[src/rtl/systolic_operand_feeder_if.sv]
// Operand streams in (A rows, B columns) and lock-step beats out to the systolic array.
interface systolic_operand_feeder_if #(
    parameter int SIZE   = 4,
    parameter int DATA_W = 16
);
    logic                   a_valid_i;
    logic                   a_ready_o;
    logic [SIZE*DATA_W-1:0] a_data_i;
    logic                   b_valid_i;
    logic                   b_ready_o;
    logic [SIZE*DATA_W-1:0] b_data_i;
    logic                   en_o;
    logic                   last_o;
    logic [SIZE*DATA_W-1:0] a_o;
    logic [SIZE*DATA_W-1:0] b_o;

    modport slave (
        input  a_valid_i, a_data_i, b_valid_i, b_data_i,
        output a_ready_o, b_ready_o, en_o, last_o, a_o, b_o
    );

    modport master (
        output a_valid_i, a_data_i, b_valid_i, b_data_i,
        input  a_ready_o, b_ready_o, en_o, last_o, a_o, b_o
    );
endinterface

[src/rtl/systolic_operand_feeder.sv]
// Joins A/B operand streams into systolic beats, then waits out the array drain; FEEDER_ZERO_PAD_EN adds zero pad beats up to SIZE.
// One cycle from fire to en_o; both readies rise only when both streams are valid in FEED, else held low.
module systolic_operand_feeder #(
    parameter int SIZE         = 4,
    parameter int DATA_W       = 16,
    parameter int K_MAX        = 255,
    parameter int DRAIN_CYCLES = 2*SIZE+5
) (
    input  logic                       clk_i,
    input  logic                       rst_i,
    input  logic                       start_i,
    input  logic [$clog2(K_MAX+1)-1:0] k_len_i,
    output logic                       busy_o,
    output logic                       done_o,
    systolic_operand_feeder_if.slave   opd
);
    localparam int KW = $clog2(K_MAX+1);
    localparam int DW = $clog2(DRAIN_CYCLES);
    localparam int VW = SIZE*DATA_W;
    localparam logic [KW-1:0] K_MAX_K    = KW'(K_MAX);
    localparam logic [DW-1:0] DRAIN_INIT = DW'(DRAIN_CYCLES-1);
`ifdef FEEDER_ZERO_PAD_EN
    localparam int PW = $clog2(SIZE+1);
    localparam logic [KW-1:0] SIZE_K = KW'(SIZE);
    localparam logic [PW-1:0] SIZE_P = PW'(SIZE);
`endif

    typedef enum logic [1:0] {
        S_IDLE,
        S_FEED,
        S_DRAIN
`ifdef FEEDER_ZERO_PAD_EN
        , S_PAD
`endif
    } state_t;

    state_t          r_state,     w_state_nxt;
    logic [KW-1:0]   r_k_len,     w_k_len_nxt;
    logic [KW-1:0]   r_beat_cnt,  w_beat_nxt;
    logic [DW-1:0]   r_drain_cnt, w_drain_nxt;
    logic            r_en,        w_en_nxt;
    logic            r_last,      w_last_nxt;
    logic [VW-1:0]   r_a,         w_a_nxt;
    logic [VW-1:0]   r_b,         w_b_nxt;
`ifdef FEEDER_ZERO_PAD_EN
    logic [PW-1:0]   r_pad_cnt,   w_pad_nxt;
`endif

    logic            w_fire;
    logic            w_take;
    logic            w_final_beat;
    logic [KW-1:0]   w_k_sat;

    assign w_fire       = opd.a_valid_i & opd.b_valid_i;
    assign w_take       = (r_state == S_FEED) & w_fire;
    assign w_final_beat = (r_beat_cnt == (r_k_len - KW'(1)));
    assign w_k_sat      = (k_len_i > K_MAX_K) ? K_MAX_K : k_len_i;

    always_comb begin
        w_state_nxt = r_state;
        w_k_len_nxt = r_k_len;
        w_beat_nxt  = r_beat_cnt;
        w_drain_nxt = r_drain_cnt;
        w_en_nxt    = 1'b0;
        w_last_nxt  = 1'b0;
        w_a_nxt     = '0;
        w_b_nxt     = '0;
`ifdef FEEDER_ZERO_PAD_EN
        w_pad_nxt   = r_pad_cnt;
`endif
        case (r_state)
            S_IDLE: begin
                if (start_i) begin
                    w_k_len_nxt = w_k_sat;
                    w_beat_nxt  = '0;
                    if (w_k_sat == '0) begin
`ifdef FEEDER_ZERO_PAD_EN
                        w_state_nxt = S_PAD;
                        w_pad_nxt   = SIZE_P;
`else
                        w_state_nxt = S_DRAIN;
                        w_drain_nxt = DRAIN_INIT;
`endif
                    end else begin
                        w_state_nxt = S_FEED;
                    end
                end
            end
            S_FEED: begin
                if (w_take) begin
                    w_en_nxt   = 1'b1;
                    w_a_nxt    = opd.a_data_i;
                    w_b_nxt    = opd.b_data_i;
                    w_beat_nxt = r_beat_cnt + KW'(1);
                    if (w_final_beat) begin
`ifdef FEEDER_ZERO_PAD_EN
                        // Short products hand the last_o flag over to the final pad beat.
                        if (r_k_len < SIZE_K) begin
                            w_state_nxt = S_PAD;
                            w_pad_nxt   = SIZE_P - PW'(r_k_len);
                        end else begin
                            w_last_nxt  = 1'b1;
                            w_state_nxt = S_DRAIN;
                            w_drain_nxt = DRAIN_INIT;
                        end
`else
                        w_last_nxt  = 1'b1;
                        w_state_nxt = S_DRAIN;
                        w_drain_nxt = DRAIN_INIT;
`endif
                    end
                end
            end
`ifdef FEEDER_ZERO_PAD_EN
            S_PAD: begin
                w_en_nxt  = 1'b1;
                w_pad_nxt = r_pad_cnt - PW'(1);
                if (r_pad_cnt == PW'(1)) begin
                    w_last_nxt  = 1'b1;
                    w_state_nxt = S_DRAIN;
                    w_drain_nxt = DRAIN_INIT;
                end
            end
`endif
            S_DRAIN: begin
                if (r_drain_cnt == '0) begin
                    w_state_nxt = S_IDLE;
                end else begin
                    w_drain_nxt = r_drain_cnt - DW'(1);
                end
            end
            default: begin
                w_state_nxt = S_IDLE;
            end
        endcase
    end

    always_ff @(posedge clk_i) begin
        if (rst_i) begin
            r_state     <= S_IDLE;
            r_k_len     <= '0;
            r_beat_cnt  <= '0;
            r_drain_cnt <= '0;
            r_en        <= 1'b0;
            r_last      <= 1'b0;
            r_a         <= '0;
            r_b         <= '0;
`ifdef FEEDER_ZERO_PAD_EN
            r_pad_cnt   <= '0;
`endif
        end else begin
            r_state     <= w_state_nxt;
            r_k_len     <= w_k_len_nxt;
            r_beat_cnt  <= w_beat_nxt;
            r_drain_cnt <= w_drain_nxt;
            r_en        <= w_en_nxt;
            r_last      <= w_last_nxt;
            r_a         <= w_a_nxt;
            r_b         <= w_b_nxt;
`ifdef FEEDER_ZERO_PAD_EN
            r_pad_cnt   <= w_pad_nxt;
`endif
        end
    end

    assign busy_o        = (r_state != S_IDLE);
    assign done_o        = (r_state == S_DRAIN) && (r_drain_cnt == '0);
    assign opd.a_ready_o = w_take;
    assign opd.b_ready_o = w_take;
    assign opd.en_o      = r_en;
    assign opd.last_o    = r_last;
    assign opd.a_o       = r_a;
    assign opd.b_o       = r_b;
endmodule
[src/flat_wrapper.sv]
// flat-port wrapper written by rule: the top's interface ports become plain ports
module systolic_operand_feeder_flat 
#(
    parameter int SIZE         = 4,
    parameter int DATA_W       = 16,
    parameter int K_MAX        = 255,
    parameter int DRAIN_CYCLES = 2*SIZE+5
)
  (clk_i, rst_i, start_i, k_len_i, busy_o, done_o, opd_a_valid_i, opd_a_data_i, opd_b_valid_i, opd_b_data_i, opd_a_ready_o, opd_b_ready_o, opd_en_o, opd_last_o, opd_a_o, opd_b_o);
  systolic_operand_feeder_if #(.SIZE(SIZE), .DATA_W(DATA_W)) opd_i ();
  input  logic clk_i;
  input  logic rst_i;
  input  logic start_i;
  input  logic [$clog2(K_MAX+1)-1:0] k_len_i;
  output logic busy_o;
  output logic done_o;
  input wire logic [$bits(opd_i.a_valid_i)-1:0] opd_a_valid_i;
  input wire logic [$bits(opd_i.a_data_i)-1:0] opd_a_data_i;
  input wire logic [$bits(opd_i.b_valid_i)-1:0] opd_b_valid_i;
  input wire logic [$bits(opd_i.b_data_i)-1:0] opd_b_data_i;
  output wire logic [$bits(opd_i.a_ready_o)-1:0] opd_a_ready_o;
  output wire logic [$bits(opd_i.b_ready_o)-1:0] opd_b_ready_o;
  output wire logic [$bits(opd_i.en_o)-1:0] opd_en_o;
  output wire logic [$bits(opd_i.last_o)-1:0] opd_last_o;
  output wire logic [$bits(opd_i.a_o)-1:0] opd_a_o;
  output wire logic [$bits(opd_i.b_o)-1:0] opd_b_o;
  assign opd_i.a_valid_i = opd_a_valid_i;
  assign opd_i.a_data_i = opd_a_data_i;
  assign opd_i.b_valid_i = opd_b_valid_i;
  assign opd_i.b_data_i = opd_b_data_i;
  assign opd_a_ready_o = opd_i.a_ready_o;
  assign opd_b_ready_o = opd_i.b_ready_o;
  assign opd_en_o = opd_i.en_o;
  assign opd_last_o = opd_i.last_o;
  assign opd_a_o = opd_i.a_o;
  assign opd_b_o = opd_i.b_o;
  systolic_operand_feeder #(.SIZE(SIZE), .DATA_W(DATA_W), .K_MAX(K_MAX), .DRAIN_CYCLES(DRAIN_CYCLES)) u_core (.clk_i(clk_i), .rst_i(rst_i), .start_i(start_i), .k_len_i(k_len_i), .busy_o(busy_o), .done_o(done_o), .opd(opd_i));
endmodule
[config.mk]
export PLATFORM = sky130hd
export DESIGN_NAME = systolic_operand_feeder_flat
export DESIGN_NICKNAME = d
export VERILOG_FILES = /design/src/rtl/systolic_operand_feeder_if.sv /design/src/rtl/systolic_operand_feeder.sv /design/src/flat_wrapper.sv
export SDC_FILE = /design/constraint.sdc
export NUM_CORES = 1
export LEC_CHECK = 0
export CAP_MARGIN = 10
export CORE_AREA = 2 2 108 110
export CTS_BUF_LIST = sky130_fd_sc_hd__clkbuf_4 sky130_fd_sc_hd__clkbuf_8 sky130_fd_sc_hd__clkbuf_16
export DETAILED_ROUTE_END_ITERATION = 8
export DIE_AREA = 0 0 110 112
export DONT_BUFFER_PORTS = 1
export SYNTH_ARGS = -nofsm -noshare
export SYNTH_HDL_FRONTEND = slang
export SYNTH_SLANG_ARGS = --single-unit
export TNS_END_PERCENT = 100
[constraint.sdc]
create_clock -name clk_i -period 3.5 [get_ports clk_i]
set_clock_uncertainty 0.1 [all_clocks]
set_input_delay 0.7 -clock clk_i [delete_from_list [all_inputs] [get_ports clk_i]]
set_output_delay 0.7 -clock clk_i [all_outputs]
set_load 0.005 [all_outputs]
==> results <==
- The layout overhead on the synthesized area is 14.3%.
- The peak clock frequency supported by timing is 0.411 GHz.
- In the final routed layout, each cell accounts on average for 18.1 microns.
- The largest family of logic cells by synthesized area is simple AND/OR/NAND/NOR gates.
- The path class of the lowest-slack min-delay path is in -> reg.
- Cells with a size suffix above 1 make up 11.1% of the layout.
- The CTS tree is yes.
- The area of the mapped netlist is 0.00477 sq mm.
- The Yosys step of the flow raised 0 warnings.
- After routing, the total negative slack on setup checks comes to 0 ps.
- For this run the aggregate overflow at the end of global routing stands at 0.
- dfxtp_1 takes more of the synthesized area than any other cell.
- Summing all flip-flop and latch instances after layout gives 0.00304 sq mm.
- The number of global-route vias before repair came to 2877.
- The final weighted congestion in routability-driven placement is 0.836.
- The number of unique standard cell types used by synthesis is 45.
- Counting every net in the synthesized netlist gives 573.
- After Yosys synthesis, and, or, nand and nor cells account for 25.4% of the synthesized area.
- Once routing completed, OpenROAD measured the worst setup slack at 1070 ps.
- Prior to clock tree synthesis, the placed netlist has a worst setup slack of 1180 ps.
- For the pin with the worst max-slew slack, the measured transition is 817 ps.
- The port buffer count is 0.
- The top cell types in the final layout, fill and taps aside, are dfxtp_1, and2_1, nand2_1, clkbuf_16, nor2_1.
- The setup fix buffers added after clock tree synthesis is 0.
- In this run the remaining antenna-violating nets after routing total 0.
- The number of nets in the layout is 574.
- 275 I/O pins were placed.
- The full die area is 0.0123 sq mm.
- The number of maximum-capacitance violations is 0.
- The number of detailed-routing iterations run before antenna repair is 4.
- Setup repair after global routing left no endpoint under its margin.
- The maximum number of pins on one net before global-route repair is 67.
- The hold violation total from the final report was 0.
- Across all layers, the routed design uses 2817 vias.
- After synthesis, the cell types taking the most area are dfxtp_1, and2_1, nand2_1, xor2_1, a21oi_1.
- The element type at the critical path start is a register.
- The flow ran to the end, and the final reports show no timing, DRC or antenna violations.
- After routing the design area is 0.00545 sq mm.
- Summing the areas of all xor and xnor instances in the mapped netlist gives 2.73% of the synthesized area.
- In this run, synthesis inferred 0 flip-flops with an integrated enable.
- The global-route wire length before repair is 15400 microns.
- In this run the standard cell core region covers 0.0112 sq mm.
- In this run, post-CTS hold repair placed 0 buffers.
- The number of standard cells after synthesis is 429.
- Clock tree synthesis inserted a total of 17 buffers.
- After legalization and detailed placement, the total HPWL measured 8000 microns.
- The synthesized-area fraction occupied by adder cells is 0.787%.
- The root buffer cell is clkbuf_16.
- At the worst endpoint, the required time is 2700 ps.
- The H-tree depth reported by CTS is 4.
- The detailed router finished its first iteration with 154 violations.
- The final-layout worst hold slack is 252 ps.
- The number of remaining DRC errors is 0.
- The number of placement rows is 39.
- For the finished layout, the period the worst path requires is 2430 ps.
- The register bit count reported by yosys is 152.
- The clock-pin transition on the worst setup and hold timing paths is 50 ps.
- Across the VDD grid, the largest voltage drop is 0.556 mV.
- The average cell area after synthesis is 11.1 sq um.
- The placed instances occupy a cell area of 0.00487 sq mm.
- Setup violations remaining at the end of the flow were counted as 0.
- Summing the areas of all compound-gate instances in the mapped netlist gives 4.54% of the synthesized area.
- Of all nets on the critical path, the largest fanout is 9.
- STA classifies the critical path endpoint as an output port.
- The number of inserted filler cells in the final layout is 1017.
- The die boundary height is 112 microns.
- In this run the tightest slew margin relative to its limit is 45.4%.
- In the routed layout, each cell is associated on average with a via count of 4.80.
- The initial antenna violation count is 2.
- In this run the deepest clock path goes through 2 buffers.
- The post-cts repair resize count is 0.
- For the worst setup path, the data arrival time is 1630 ps.
- In this run the horizontal extent of the chip is 110 microns.
- The aggregate routed wire length is 10600 microns.
- The number of pins with negative max-slew slack in the final report is 0.
- The critical setup path kind is reg -> out.
- The most used flip-flop cell after synthesis is dfxtp_1.
- The worst register-to-register path has a setup slack of 1360 ps.
- The initial core utilization is 42.7%.
- Leaving out fill and tap cells, the most frequent cell in the layout is dfxtp_1.
- Measured on the finished design, the core utilization comes to 48.8%.
- The top cell type by area accounts for 63.8% of the synthesized area.
- Dividing total power by cell area gives a power density of 659 mW/mm^2.
- The area of the multi-input gates is 0.00161 sq mm.
- The static leakage power is 0.00217 uW.
- The total global routing track utilization is 17.3%.
- The async set-reset flop share out of synthesis is 0%.
- The sequential cell area fraction in the yosys report is 63.8%.
- At the later pin of the worst-skew pair, clock insertion delay measures 410 ps.
- Of the post-synthesis cell area, the part taken by muxes is 0.236%.
- The count of clock tree sinks is 152.
- The period utilization is 69.5%.
-- state kept, by name, summed over array words and instances (netlist names) --
name	cells
u_core.r_k_len	8
u_core.opd.last_o	1
u_core.r_state	2
u_core.r_drain_cnt	4
u_core.opd.en_o	1
u_core.opd.b_o	64
u_core.opd.a_o	64
u_core.r_beat_cnt	8
-- per-layer routing --
| layer | global-route usage, % | vias to the layer above | wire [microns] |
|---|---|---|---|
| met5 | 0 | - | 0 |
| met4 | 8.44 | 0 | 225 |
| met3 | 8.78 | 15 | 1040 |
| met2 | 29.3 | 145 | 5590 |
| met1 | 17.3 | 1290 | 3780 |
| li1 | - | 1367 | - |
-- path summary, 6_finish.rpt --
| kind | startpoint | endpoint | depth (start not counted) |
|---|---|---|---|
| worst max-delay path | u_core.r_state[0] | opd_a_ready_o | 3 |
| worst min-delay path | rst_i | u_core.r_drain_cnt[2] | 1 |
| worst max register to register | u_core.r_k_len[0] | u_core.r_drain_cnt[3] | 8 |
| worst min register to register | u_core.r_k_len[4] | u_core.r_k_len[4] | 2 |
-- cell usage after synthesis, drive strengths merged (2+ instances only) --
master	count
nor3	4
nand2	24
nor4	2
or3	2
nor2b	4
inv	6
buf	14
a21oi	12
nor2	14
nand3	4
xnor2	7
and2	130
ha	3
a31oi	3
nand4	4
clkbuf	6
dfxtp	152
o21ai	2
and3	3
or3b	2
nand3b	2
or2	3
nand2b	3
nor3b	2
xor2	7
-- power breakdown --
group | switching, uW | internal [uW] | total (uW) | leakage (uW)
sequential | 21.7 | 1760 | 1780 | 0.00123
combinational | 42.4 | 36.6 | 79.0 | 0.000670
clock | 684 | 1050 | 1730 | 0.000268
total | 748 | 2840 | 3590 | 0.00217
-- cells by family after synthesis --
family                   after synthesis
multiplexers                           1
adder cells (fa/ha/maj)                3
buffers and inverters                 26
flip-flops                           152
XOR/XNOR                              14
AO/OA/AOI/OAI                         29
AND/OR/NAND/NOR                      204
-- per-stage QoR --
stage               power [uW]  cells
global placement          1900    554
global route              3720    586
floorplan                 1880    429
CTS                       3630    585
finish                    3590    587
detailed placement        1900    554
-- critical path, cell delays in order, from the launching register on --
cell and delay, ps:
dfxtp_1 470, nand3_1 170, or2_2 370, inv_1 220
-- final cells by class --
class / instances / area share, %
Timing Repair Buffer: 2 / 0.275
Antenna cell: 2 / 0.0918
Multi-Input combinational cell: 251 / 29.6
Inverter: 6 / 0.413
Tap cell: 143 / 3.28
Sequential cell: 152 / 55.8
Clock inverter: 9 / 1.72
Clock buffer: 22 / 8.83
Note: power is estimated with default switching activity, not from simulation.
